**config.mk**
```make
export PLATFORM = sky130hd
export DESIGN_NAME = moldudp64_beat_seq
export DESIGN_NICKNAME = d
export VERILOG_FILES = /design/src/rtl/moldudp64_pkg.sv /design/src/rtl/moldudp64_beat_seq_len_to_mask.sv /design/src/rtl/moldudp64_beat_seq.sv
export SDC_FILE = /design/constraint.sdc
export NUM_CORES = 1
export LEC_CHECK = 0
export BUFFER_PORTS_ARGS = -buffer_cell sky130_fd_sc_hd__buf_2
export CORE_UTILIZATION = 59
export CTS_BUF_LIST = sky130_fd_sc_hd__clkbuf_4 sky130_fd_sc_hd__clkbuf_8
export CTS_CLUSTER_SIZE = 40
export DETAILED_ROUTE_END_ITERATION = 6
export GPL_TIMING_DRIVEN = 0
export PLACE_DENSITY = 0.87
export SYNTH_ARGS = -nofsm -noshare
export SYNTH_HDL_FRONTEND = slang
export SYNTH_SLANG_ARGS = --single-unit
```
**constraint.sdc**
```tcl
create_clock -name clk -period 6.8 [get_ports clk]
set_input_delay 1.36 -clock clk [delete_from_list [all_inputs] [get_ports clk]]
set_output_delay 1.36 -clock clk [all_outputs]
set_load 0.01 [all_outputs]
```
**src/rtl/moldudp64_pkg.sv**
```systemverilog
// Shared types and constants for the MoldUDP64 payload path.
// Beat geometry, counter widths and sequencer states.
package moldudp64_pkg;

  localparam int MSG_LEN_W  = 16;
  localparam int BEAT_BYTES = 8;
  localparam int MSG_CNT_W  = 16;

  typedef enum logic {
    IDLE,
    RUN
  } beat_seq_fsm_e;

endpackage

```
**src/rtl/moldudp64_beat_seq_len_to_mask.sv**
```systemverilog
// Length to thermometer byte mask.
// Bit i is set when i < len; saturates to all ones at LEN_MAX.
module len_to_mask #(
  parameter int LEN_W   = 4,
  parameter int LEN_MAX = 8
) (
  input  logic [LEN_W-1:0]   len,
  output logic [LEN_MAX-1:0] mask
);

  // one bit per byte lane, set below the length
  always_comb begin
    mask = '0;
    for (int i = 0; i < LEN_MAX; i++) begin
      if (i < int'(len)) mask[i] = 1'b1;
    end
  end

endmodule

```
**src/rtl/moldudp64_beat_seq.sv**
```systemverilog
// MoldUDP64 beat sequencer: length command in, one
// 8-byte beat descriptor per cycle out, plus message count.
module moldudp64_beat_seq
  import moldudp64_pkg::*;
#(
  parameter int DATA_W = 64,
  parameter int KEEP_W = DATA_W / 8,
  parameter int LEN_W  = 16,
  parameter int BEAT_W = LEN_W - 3
) (
  input  logic                 clk,
  input  logic                 nreset,
  input  logic                 cmd_valid_i,
  output logic                 cmd_ready_o,
  input  logic [LEN_W-1:0]     cmd_len_i,
  input  logic                 flush_i,
  output logic                 beat_valid_o,
  input  logic                 beat_ready_i,
  output logic [KEEP_W-1:0]    beat_mask_o,
  output logic                 beat_last_o,
  output logic [BEAT_W-1:0]    beat_idx_o,
  output logic                 busy_o,
  output logic [MSG_CNT_W-1:0] msg_cnt_o
);

  localparam logic [LEN_W-1:0] STEP = LEN_W'(DATA_W / 8);
  localparam logic [LEN_W-1:0] BB   = LEN_W'(BEAT_BYTES);

  beat_seq_fsm_e        state, state_n;
  logic [LEN_W-1:0]     rem, rem_n;
  logic [BEAT_W-1:0]    idx_n;
  logic [MSG_CNT_W-1:0] cnt_n;
  logic [KEEP_W-1:0]    part_mask;
  logic                 rem_lt, rem_le;
  logic                 hs, done, acc, zlen;

  assign rem_lt = rem < BB;
  assign rem_le = rem <= BB;

  len_to_mask #(
    .LEN_W  (4),
    .LEN_MAX(KEEP_W)
  ) u_mask (
    .len (rem[3:0]),
    .mask(part_mask)
  );

  assign beat_valid_o = state == RUN;
  assign busy_o       = state == RUN;
  assign beat_last_o  = beat_valid_o & rem_le;

  // tail beat takes the thermometer, others are full
  always_comb begin
    beat_mask_o = '0;
    if (beat_valid_o) beat_mask_o = rem_lt ? part_mask : '1;
  end

  assign hs   = beat_valid_o & beat_ready_i;
  assign done = hs & beat_last_o;
  assign zlen = cmd_len_i == '0;

  assign cmd_ready_o = nreset & ~flush_i
                     & ((state == IDLE) | done);
  assign acc = cmd_valid_i & cmd_ready_o;

  // next state and datapath: flush, then accept, then beat
  always_comb begin
    state_n = state;
    rem_n   = rem;
    idx_n   = beat_idx_o;
    cnt_n   = msg_cnt_o
            + MSG_CNT_W'(done)
            + MSG_CNT_W'(acc & zlen);
    if (flush_i) begin
      state_n = IDLE;
      rem_n   = '0;
      idx_n   = '0;
    end else if (acc) begin
      idx_n = '0;
      if (zlen) begin
        state_n = IDLE;
        rem_n   = '0;
      end else begin
        state_n = RUN;
        rem_n   = cmd_len_i;
      end
    end else if (hs) begin
      if (beat_last_o) begin
        state_n = IDLE;
        rem_n   = '0;
        idx_n   = '0;
      end else begin
        rem_n = rem - STEP;
        idx_n = beat_idx_o + BEAT_W'(1);
      end
    end
  end

  // state register
  always_ff @(posedge clk) begin
    if (!nreset) state <= IDLE;
    else         state <= state_n;
  end

  // remaining bytes, beat index and message counter
  always_ff @(posedge clk) begin
    if (!nreset) begin
      rem        <= '0;
      beat_idx_o <= '0;
      msg_cnt_o  <= '0;
    end else begin
      rem        <= rem_n;
      beat_idx_o <= idx_n;
      msg_cnt_o  <= cnt_n;
    end
  end

  a_mask_thermo : assert property (@(posedge clk)
    $onehot({1'b0, beat_mask_o} + (KEEP_W+1)'(1)));

  a_last_valid : assert property (@(posedge clk)
    beat_last_o |-> beat_valid_o);

  a_stall_hold : assert property (@(posedge clk)
    disable iff (!nreset)
    (beat_valid_o && !beat_ready_i && !flush_i)
    |=> ($stable(beat_mask_o) && $stable(beat_last_o)
         && $stable(beat_idx_o)));

endmodule

```
Yosys cells after proc, flatten, opt, wreduce, memory -nomap -nowiden --
Cells that the tools add are included.
Operators by class: $add $sub $neg 4, magnitude comparators 10, muxes and demuxes 19, bitwise gates (word level) 11, reduce and logical (&&, ||, !) cells 6
Operator list (count):
- $mux 16 | 4
- $add 16x1->16 | 2
- $le 16x4->1 const B | 1
- $logic_not 16->1 | 1
- $lt 16x4->1 const B | 1
- $lt 3x4->1 const A | 4
- $mux 8 | 2
- $sub 16x4->16 const B | 1
- $add 13x1->13 const B | 1
- $mux 13 | 1
- $mux 1 | 12
- $lt 1x4->1 const A | 2
- $lt 2x4->1 const A | 2
- $and 1x1->1 | 7
- $reduce_bool 2->1 | 2
- $not 1->1 | 3
- $reduce_or 3->1 | 1
- $reduce_and 2->1 | 1
- $reduce_or 2->1 | 1
- $or 1x1->1 | 1
Word-level totals: register bits 46, output and inout bits 41, word-level logic and storage cells 54

Depth between registers and ports, before layout --
depth after elaboration 8, depth in mapped cells 15

By module --
From an unflattened synthesis, not the netlist that was laid out.
Unflattened totals: cell total of the unflattened synthesis 300, area total of the unflattened synthesis 2516.2 µm²
Modules (own cells, without submodules):
- moldudp64_beat_seq | times used 1, cells an instance 291, area an instance 2448.6 µm², sequential area each 920.9 µm²
- len_to_mask | times used 1, cells an instance 9, area an instance 67.6 µm², sequential area each 0.0 µm²

Least setup slack after synthesis --
No wires, ideal clock.
path kind input to register, from input nreset, to register msg_cnt_o[13], setup time 0.115 ns, arrival time 3.346 ns, data required time 6.685 ns, path slack 3.339 ns, cell stages on the path 11, cell sequence nor2b_1 > clkbuf_1 > and2_1 > and2_4 > nand2b_1 > fa_1 > nand3b_1 > nor3_1 > nand3_1 > xnor2_1 > and2_1
Between the ends: longest elaborated chain between the ends 5
Ends and longest elaborated chain:
- from (decl) | RTL line moldudp64_beat_seq.sv:12 | input logic nreset,
- $and 1x1->1 | RTL line moldudp64_beat_seq.sv:62 | assign cmd_ready_o = nreset & ~flush_i
- $and 1x1->1 | RTL line moldudp64_beat_seq.sv:63 | & ((state == IDLE) | done);
- $and 1x1->1 | RTL line moldudp64_beat_seq.sv:64 | assign acc = cmd_valid_i & cmd_ready_o;
- $and 1x1->1 | RTL line moldudp64_beat_seq.sv:73 | + MSG_CNT_W'(acc & zlen);
- $add 16x1->16 | RTL line moldudp64_beat_seq.sv:73
- to (signal assigned) | RTL line moldudp64_beat_seq.sv:114 | msg_cnt_o <= cnt_n;
- to (decl) | RTL line moldudp64_beat_seq.sv:23 | output logic [MSG_CNT_W-1:0] msg_cnt_o
Parallel ways exist; a longest one is shown, timed or not. A chain may end at the register's enable or synchronous reset.

Final worst setup path --
from register rem[3], to output beat_mask_o[0]
Between the ends: longest elaborated chain between the ends 4
Ends and longest elaborated chain:
- from (decl) | RTL line moldudp64_beat_seq.sv:30 | logic [LEN_W-1:0] rem, rem_n;
- from (signal assigned) | RTL line moldudp64_beat_seq.sv:112 | rem <= rem_n;
- branches (longest 2 deep; another with $lt 16x4->1)
- $mux 8 (*) (2 in a row) | RTL line moldudp64_beat_seq.sv:55 | if (beat_valid_o) beat_mask_o = rem_lt ? part_mask : '1;
- to (decl) | RTL line moldudp64_beat_seq.sv:19 | output logic [KEEP_W-1:0] beat_mask_o,
Mark *: on every way between the ends.

==> impl_metrics.csv <==
group,metric,value,unit
synth,synth_edf_count,0,
grt,grt_overflow,0,
synth,synthTopCellsByCount,"dfxtp_1, nand2_1, nor2_1, xor2_1, and2_1",
cells_and_area,fin_util,73.3,%
floorplan,dieArea,4550,sq um
clocking,h-tree-depth,2,
place,place_ws,2670,ps
pwr,cellLeakagePower,1.33,nW
cells_and_area,drive_gt1_share,23.2,%
worst_hold_path,holdPathEnd,"rem[14]$_SDFFE_PP0P_",
place,hpwl,4.60,mm
floorplan,die_w,67.5,microns
route,wl,6.17,mm
cells_and_area,n_antenna_cell,0,
synth,synth.top_cell.area_share,36.4,%
setup_path,crit_fanout,8,
setup_path,cp-end-kind,"output port",
clocking,clk_pin_slew,80,ps
clocking,ctsHoldBuffers,0,
cells_and_area,finish.instance_area,2980,sq um
grt,grt_max_degree,14,
floorplan,core-area,4060,sq um
setup_path,r2r_start,"rem[11]$_SDFFE_PP0P_",
setup_path,ff2ff_setup_slack,3050,ps
floorplan,start_util,62.3,%
floorplan,die_height,67.5,microns
pwr,sw_frac_of_total,28.8,%
sta,setup_ws,2930,ps
cells_and_area,final_cells,412,
route,drc,0,
setup_path,path_cells,"or4_1 -> clkbuf_1 -> nor4_2 -> nand2_1 -> o31a_1 -> buf_2",
sta,fmax,258,MHz
synth,synth_most_common_cell,"dfxtp_1",
flow_run,max_cap_viol_count,0,
clocking,cts_sinks,46,
synth,yosysTopAreaCell,"dfxtp_1",
pwr,pwr_density_cell,182,nW/um^2
clocking,cts_tree,"built",
synth,synth_area_leaders,"dfxtp_1, xor2_1, nand2_1, xnor2_1, and2_1",
sta,setup_tns,0,ps
worst_hold_path,min_from,"rem[14]$_SDFFE_PP0P_",
sta,worst_pin_slew,537,ps
synth,synth_sequential_area_ratio,36.4,%
pwr,p_int,386,uW
synth,syn-mean-instance-area,8.60,sq um
clocking,cts_buffer_depth,2,
pwr,combPwrFrac,19.1,%
route,drtIter0Drc,277,
grt,grt_pass1_vias,2246,
pwr,vdd.ir_drop.worst,0.000123,V
clocking,insertion_delay,300,ps
setup_path,path_class,"reg -> out",
grt,grt_pass1_wl,9.97,mm
cells_and_area,nets,388,
synth,synth_warnings,0,
route,via_per_inst,5.99,
clocking,cts_setup_buffers,0,
setup_path,cp_slowest_cell,"or4_1",
sta,finalHoldViolCount,0,
sta,finClkSkew,3.22,ps
synth,ys_seq_elements,46,
grt,grt_use_total,29.1,%
setup_path,r2r_cells,12,
place,io_buffers,61,
clocking,cts_root_buf,"clkbuf_8",
floorplan,rows,23,
sta,post-route-period-util,57.0,%
worst_hold_path,hold_path_class,"reg -> reg",
clocking,cts_buffers,5,
sta,rsz0062_at_grt,"false",
grt,antenna_found_initial,0,
pwr,p_switching,156,uW
route,postRouteAntennaNets,0,
cells_and_area,area_growth,17.7,%
setup_path,worstReg2RegEnd,"msg_cnt_o[15]$_SDFF_PN0_",
sta,drv_slew,0,
setup_path,cp_data_arrival_time,2510,ps
synth,ys_types,57,
sta,setup_violations,0,
synth,syn-num-nets,320,
sta,holdWs,496,ps
pwr,power.total,541,uW
synth,syn_inst,294,
route,vias,2467,
synth,synth_ff_type,"dfxtp_1",
setup_path,crit_required,5440,ps
place,place_area,2900,sq um
synth,ys_async_sr_fraction,0,%
route,drt-pass1-iter-count,5,
floorplan,boundaryPins,62,
worst_hold_path,hold_depth,1,
route,avgRoutedWirePerCell,15.0,microns
synth,syn_area,2530,sq um
pwr,pwr-share-clk,29.3,%
clocking,cts_resized,0,
sta,slew_headroom,64.2,%
place,place.gp.congestion,0.889,
pwr,seqPwrFrac,51.6,%
run_status,status,"complete, no violations",
setup_path,critPathLaunchType,"flip-flop",
setup_path,critPathMaxStageDelay,540,ps
place,dp.cells,405,
sta,period_minus_slack,3870,ps
how the worst max path moves through the flow:
stage	slack, ps	cells past startpoint	to	start
floorplan	3340	11	msg_cnt_o[13]$_SDFF_PN0_	nreset
global placement	2810	12	msg_cnt_o[15]$_SDFF_PN0_	nreset
detailed placement	2670	12	msg_cnt_o[13]$_SDFF_PN0_	nreset
CTS	2950	6	beat_mask_o[0]	rem[3]$_SDFFE_PP0P_
global route	2690	7	beat_mask_o[2]	rem[3]$_SDFFE_PP0P_
finish	2930	6	beat_mask_o[0]	rem[3]$_SDFFE_PP0P_
cell type report:
cell class	instances	area, sq um
repair buffers	61	305
multi-input cells	230	1520
flip-flops and latches	46	921
plain buffers	13	67.6
well taps	50	62.6
clock inverters	2	10.0
clock buffers	5	68.8
fillers	325	1080
inverters	5	18.8
worst max-delay path, delay by kind of cell, from the launching register on:
| kind | cells | cell delay [ps] |
|---|---|---|
| buf+inv | 2 | 330 |
| compound gates | 1 | 270 |
| flops | 1 | 380 |
| simple gates | 3 | 1240 |
metal layers:
layer / global-route usage [%] / vias up / wire length (microns)
met3: 5.41 / 14 / 501
met4: 11.4 / 0 / 85
met2: 48.5 / 113 / 2870
met1: 36.6 / 1150 / 2720
met5: 0 / - / 0
li1: - / 1190 / -
power groups by stage:
stage          logic [mW]  registers, mW  clock network [mW]
2_1_floorplan      0.0720          0.284                   0
3_3_place_gp       0.0989          0.285                   0
3_5_place_dp        0.101          0.285                   0
4_1_cts             0.101          0.279               0.160
5_1_grt             0.112          0.280               0.171
6_report            0.103          0.279               0.159
logic make-up (layout without fill, tap and decap cells):
group | count (synthesis) | in the layout | synth area share [%]
buffers and inverters | 18 | 86 | 3.41
adder cells (fa/ha/maj) | 5 | 5 | 2.77
AND/OR/NAND/NOR | 136 | 136 | 28.8
flip-flops | 46 | 46 | 36.4
multiplexers | 3 | 3 | 1.63
XOR/XNOR | 27 | 27 | 9.35
AO/OA/AOI/OAI | 59 | 59 | 17.6
sequential cells by signal, summed over array words and instances, names as in the netlist:
name,flops
msg_cnt_o,16
rem,16
beat_idx_o,13
beat_valid_o,1
placed cells by master, fill, tap and decap left out, types with 4 or more instances in the layout:
cell       n
nor2_1    25
dfxtp_1   46
clkbuf_8   5
and2_1    15
xor2_1    16
a21oi_1    9
buf_2     61
o21ai_0    5
ha_1       4
inv_1      5
nor2b_1    8
o221ai_1   4
nand3_1   12
or3_1      5
clkbuf_1   9
xnor2_1   11
nand2_1   26
nor4_1     6
nor3_1     8
o21ai_1    4
and3_1     8
nand4_1    8
No activity file was read; power rests on OpenSTA's default activity.
